--- config.mk ---
export PLATFORM = sky130hd
export DESIGN_NAME = sevenseg_scan_driver
export DESIGN_NICKNAME = d
export VERILOG_FILES = /design/src/rtl/basys2_disp_pkg.sv /design/src/rtl/sevenseg_scan_driver_hex_to_7seg.sv /design/src/rtl/sevenseg_scan_driver.sv
export SDC_FILE = /design/constraint.sdc
export NUM_CORES = 1
export LEC_CHECK = 0
export CAP_MARGIN = 20
export CORE_UTILIZATION = 53
export CTS_CLUSTER_DIAMETER = 40
export DETAILED_ROUTE_END_ITERATION = 12
export PLACE_DENSITY = 0.78
export SLEW_MARGIN = 20
export SYNTH_ARGS = -nofsm -noshare
export SYNTH_HDL_FRONTEND = slang
export SYNTH_HIERARCHICAL = 1
export SYNTH_SLANG_ARGS = --single-unit
--- constraint.sdc ---
create_clock -name clk -period 2.9 [get_ports clk]
set_input_delay 0.58 -clock clk [delete_from_list [all_inputs] [get_ports clk]]
set_output_delay 0.58 -clock clk [all_outputs]
set_load 0.02 [all_outputs]
--- src/rtl/basys2_disp_pkg.sv ---
// Shared constants for the Basys2 seven-segment display path.
package basys2_disp_pkg;

  localparam logic [6:0] SEG_OFF = 7'b1111111;
  localparam logic [3:0] AN_OFF  = 4'b1111;

  // Active-low {g,f,e,d,c,b,a} patterns, index = hex nibble (entry 15 listed first)
  localparam logic [15:0][6:0] HEX_SEG = {
    7'b0001110,  // F
    7'b0000110,  // E
    7'b0100001,  // d
    7'b1000110,  // C
    7'b0000011,  // b
    7'b0001000,  // A
    7'b0010000,  // 9
    7'b0000000,  // 8
    7'b1111000,  // 7
    7'b0000010,  // 6
    7'b0010010,  // 5
    7'b0011001,  // 4
    7'b0110000,  // 3
    7'b0100100,  // 2
    7'b1111001,  // 1
    7'b1000000   // 0
  };

  // Active-low anode pattern that lights only the given digit (0 = rightmost)
  function automatic logic [3:0] digit_to_an(input logic [1:0] idx);
    return ~(4'b0001 << idx);
  endfunction

endpackage

--- src/rtl/sevenseg_scan_driver_hex_to_7seg.sv ---
// Hex nibble to active-low seven-segment pattern.
module hex_to_7seg
  import basys2_disp_pkg::*;
(
  input  logic [3:0] nibble_i,
  output logic [6:0] seg_o
);

  assign seg_o = HEX_SEG[nibble_i];

endmodule

--- src/rtl/sevenseg_scan_driver.sv ---
// Time-multiplexed 4-digit common-anode driver with per-frame snapshot,
// inter-digit dead time, per-digit blanking and decimal points.
module sevenseg_scan_driver
  import basys2_disp_pkg::*;
#(
  parameter int PRESCALE_BITS = 16,
  parameter int BLANK_CYCLES  = 64
) (
  input  logic        clk,
  input  logic        clear,
  input  logic [15:0] value,
  input  logic [3:0]  dp,
  input  logic [3:0]  blank,
  output logic [3:0]  an,
  output logic [6:0]  seg,
  output logic        dp_n,
  output logic        frame_start
);

  localparam logic [PRESCALE_BITS-1:0] BLANK_LIM = PRESCALE_BITS'(BLANK_CYCLES);

  logic [PRESCALE_BITS-1:0] pre_q, pre_d;
  logic [1:0]               idx_q, idx_d;
  logic [15:0]              shadow_value_q;
  logic [3:0]               shadow_dp_q;
  logic [3:0]               shadow_blank_q;
  logic [3:0]               an_q, an_d;
  logic [6:0]               seg_q, seg_d;
  logic                     dp_n_q, dp_n_d;
  logic                     frame_start_q;
  logic                     snap;
  logic                     lit;
  logic [3:0]               nibble;
  logic [6:0]               seg_sel;

  assign nibble = shadow_value_q[{idx_q, 2'b00} +: 4];

  hex_to_7seg u_hex (
    .nibble_i (nibble),
    .seg_o    (seg_sel)
  );

  // Next prescaler/digit state and the output pattern for the current slot phase
  always_comb begin
    pre_d  = pre_q + PRESCALE_BITS'(1);
    idx_d  = (&pre_q) ? idx_q + 2'd1 : idx_q;
    snap   = (idx_q == 2'd0) && (pre_q == '0);
    lit    = (pre_q >= BLANK_LIM) && !shadow_blank_q[idx_q];
    an_d   = lit ? digit_to_an(idx_q) : AN_OFF;
    seg_d  = lit ? seg_sel : SEG_OFF;
    dp_n_d = lit ? ~shadow_dp_q[idx_q] : 1'b1;
  end

  // Scan state, frame snapshot and registered display drives; clear darkens at once
  always_ff @(posedge clk or posedge clear) begin
    if (clear) begin
      pre_q          <= '0;
      idx_q          <= 2'd0;
      shadow_value_q <= 16'h0000;
      shadow_dp_q    <= 4'h0;
      shadow_blank_q <= 4'h0;
      an_q           <= AN_OFF;
      seg_q          <= SEG_OFF;
      dp_n_q         <= 1'b1;
      frame_start_q  <= 1'b0;
    end else begin
      pre_q         <= pre_d;
      idx_q         <= idx_d;
      frame_start_q <= snap;
      if (snap) begin
        shadow_value_q <= value;
        shadow_dp_q    <= dp;
        shadow_blank_q <= blank;
      end
      an_q   <= an_d;
      seg_q  <= seg_d;
      dp_n_q <= dp_n_d;
    end
  end

  assign an          = an_q;
  assign seg         = seg_q;
  assign dp_n        = dp_n_q;
  assign frame_start = frame_start_q;

endmodule

==> results.json <==
{
  "die_y_um": 71.8,
  "grt_max_degree": 56,
  "setup_viol": 0,
  "drc": 0,
  "diodes": 0,
  "synthesis.area_mm2": 0.00258,
  "ant_nets": 0,
  "cellPowerDensity_mw_per_mm2": 447,
  "worstReg2RegEnd": "seg[3]",
  "antenna_found_initial": 0,
  "p_leak_nw": 1.34,
  "fin_skew_ps": 5.82,
  "drt-initial-drc-count": 157,
  "slew_viol_final": 0,
  "avgSynthCellArea_um2": 13.6,
  "drive_gt1_share_pct": 16.5,
  "power.total_mw": 1.39,
  "viasPerCell": 5.47,
  "cts.clk_slew.worst_paths_ps": 90,
  "place_ws_ps": 368,
  "fin_tns_setup_ps": 0,
  "ff2ff_setup_slack_ps": 350,
  "holdPathStages": 1,
  "num_vias": 1560,
  "final_nets": 270,
  "maxCapViolations": 0,
  "gr-total-overflow": 0,
  "ctsHoldBuffers": 0,
  "cp-start-kind": "flip-flop",
  "grt_pass1_vias": 1576,
  "synth-async-reset-ratio_pct": 100,
  "yosys_register_bits": 55,
  "hold_viol": 0,
  "r2r-start": "idx_q[0]",
  "h-tree-depth": 2,
  "syn_nets": 229,
  "reg2reg_depth": 6,
  "peakVddDrop_v": 0.000333,
  "cts.sinks": 55,
  "fmax_ghz": 0.392,
  "numPortBuffers": 38,
  "synth_cell_types": 32,
  "maxSlewHeadroom_pct": 54.4,
  "status": "finished, final reports clean",
  "clkLatencyLatePin_ps": 310,
  "yosysMostFrequentCell": "dfrtp_1",
  "arrival_ps": 2780,
  "areaGrowthSynthToFinish_pct": 20.1,
  "min_path_type": "flip-flop to flip-flop",
  "synthTopCellsByCount": "43 x dfrtp_1, 19 x mux2_1, 13 x ha_1",
  "crit_type": "flip-flop to flip-flop",
  "grt_pass1_wl_um": 7860,
  "tritoncts": "done",
  "postCtsSetupRepairBufs": 0,
  "rsz0062_at_grt": "no",
  "ctsResizeCount": 0,
  "tightest_slew_ps": 684,
  "fp-row-count": 25,
  "root_buffer": "clkbuf_8",
  "hp-start": "pre_q[13]",
  "start_util_pct": 55.1,
  "coreArea_mm2": 0.00469,
  "routed_wl_um": 4540,
  "synthCells": 190,
  "fin_cells": 285,
  "hold_end": "pre_q[13]",
  "post-dp-hpwl_um": 3260,
  "wl_per_cell_um": 15.9,
  "yosys.area.top_type": "dfrtp_1",
  "dieWidth_um": 71.8,
  "fin_ws_ps": 352,
  "clock_path_buffers": 2,
  "synth_ff_type": "dfrtp_1",
  "min_period_ps": 2550,
  "grt.total_usage_pct": 20.5,
  "yosysWarnings": 6,
  "yosys.area.top_type_share_pct": 41.6,
  "fill_cells": 352,
  "pin_count": 39,
  "dp.cells": 278,
  "synth_edf_count": 0,
  "dieArea_mm2": 0.00516,
  "gp_congestion": 0.815,
  "first_pass_iters": 4,
  "cts_buffers": 5,
  "finalCritPeriodShare_pct": 87.9,
  "worstPathRequired_ps": 3130,
  "synth.area.top_cells": "dfrtp_1 42%, dfstp_2 12%, mux2_1 8.3%, ha_1 6.3%, mux4_2 5.2%",
  "crit_fanout": 9,
  "critPathCaptureType": "flip-flop",
  "seq_area_frac_synth_pct": 53.8
}
-- registers in the layout, summed over array words and instances (netlist names) --
name,cells
idx_q,2
shadow_dp_q,4
shadow_blank_q,4
shadow_value_q,16
pre_q,16
frame_start,1
dp_n,1
seg,7
an,4
-- cells by family (layout without fill, tap and decap cells) --
family	after synthesis	after routing	synth area share, %
XOR/XNOR	15	15	5.08
AND/OR/NAND/NOR	49	49	10.9
buffers and inverters	15	56	3.10
adder cells (fa/ha/maj)	13	13	6.29
multiplexers	37	37	19.1
AO/OA/AOI/OAI	6	6	1.65
flip-flops	55	55	53.8
-- metal layers --
layer	up-vias	track usage, %	wire, um
met4	0	9.80	68
met5	-	0	0
met1	766	29.8	2210
met2	41	30.0	2060
li1	747	-	-
met3	6	3.52	202
-- cells in the final DEF (no fill, tap or decap), types with 2 or more instances in the layout --
| cell type | synthesis | layout |
|---|---|---|
| and4_1 | 2 | 2 |
| dfstp_2 | 12 | 12 |
| nand2_1 | 10 | 10 |
| inv_1 | 9 | 8 |
| o21ai_0 | 2 | 2 |
| mux2_1 | 19 | 19 |
| buf_4 | 0 | 2 |
| mux2_2 | 7 | 7 |
| xor2_1 | 7 | 7 |
| or3_1 | 7 | 7 |
| xnor2_1 | 8 | 8 |
| ha_1 | 13 | 13 |
| clkbuf_8 | 0 | 5 |
| a22o_1 | 2 | 2 |
| mux4_2 | 6 | 6 |
| dfrtp_1 | 43 | 43 |
| nor2_1 | 11 | 11 |
| nand4_1 | 3 | 3 |
| nor3_1 | 2 | 2 |
| clkdlybuf4s50_1 | 0 | 38 |
| nand3_1 | 6 | 6 |
| or4_1 | 2 | 2 |
| mux2i_1 | 4 | 4 |
-- through the flow --
| step | hold slack (ps) | util (%) | cell area (um^2) |
|---|---|---|---|
| 4_1_cts | 493 | 66.2 | 3100 |
| 5_1_grt | 513 | 66.2 | 3100 |
| 3_3_place_gp | 467 | 64.0 | 3000 |
| 6_report | 490 | 66.2 | 3100 |
| 2_1_floorplan | 452 | - | 2580 |
| 3_5_place_dp | 475 | 64.0 | 3000 |
-- report_power, final --
| part | internal [mW] | switching, mW | total (mW) |
|---|---|---|---|
| Combinational | 0.0596 | 0.0445 | 0.104 |
| Clock | 0.253 | 0.235 | 0.488 |
| Sequential | 0.784 | 0.00958 | 0.794 |
| Total | 1.10 | 0.289 | 1.39 |
-- worst max-delay path, stage by stage (launching register included) --
cell and delay (ps):
dfrtp_1 600, mux4_2 660, inv_1 160, ha_1 150
inv_1 50, mux4_1 460, or3_1 380
-- cell type report --
| type | instances | area, um^2 | share of cell area [%] |
|---|---|---|---|
| repair buffers | 40 | 395 | 12.7 |
| multi-input cells | 120 | 1110 | 35.9 |
| clock inverters | 1 | 30.0 | 0.967 |
| clock buffers | 6 | 72.6 | 2.34 |
| inverters | 9 | 33.8 | 1.09 |
| well taps | 54 | 67.6 | 2.18 |
| flip-flops and latches | 55 | 1390 | 44.8 |
-- worst max-delay path by stage --
stage / endpoint / depth (start not counted) / slack, ps / startpoint
after floorplan: seg[3] / 7 / 370 / idx_q[0]
after global placement: seg[3] / 6 / 420 / idx_q[0]
after detailed placement: seg[3] / 6 / 370 / idx_q[0]
after CTS: seg[3] / 6 / 340 / idx_q[0]
after global routing: seg[3] / 6 / 230 / idx_q[0]
final: seg[3] / 6 / 350 / idx_q[0]
Power figures use the tool's default switching activity.
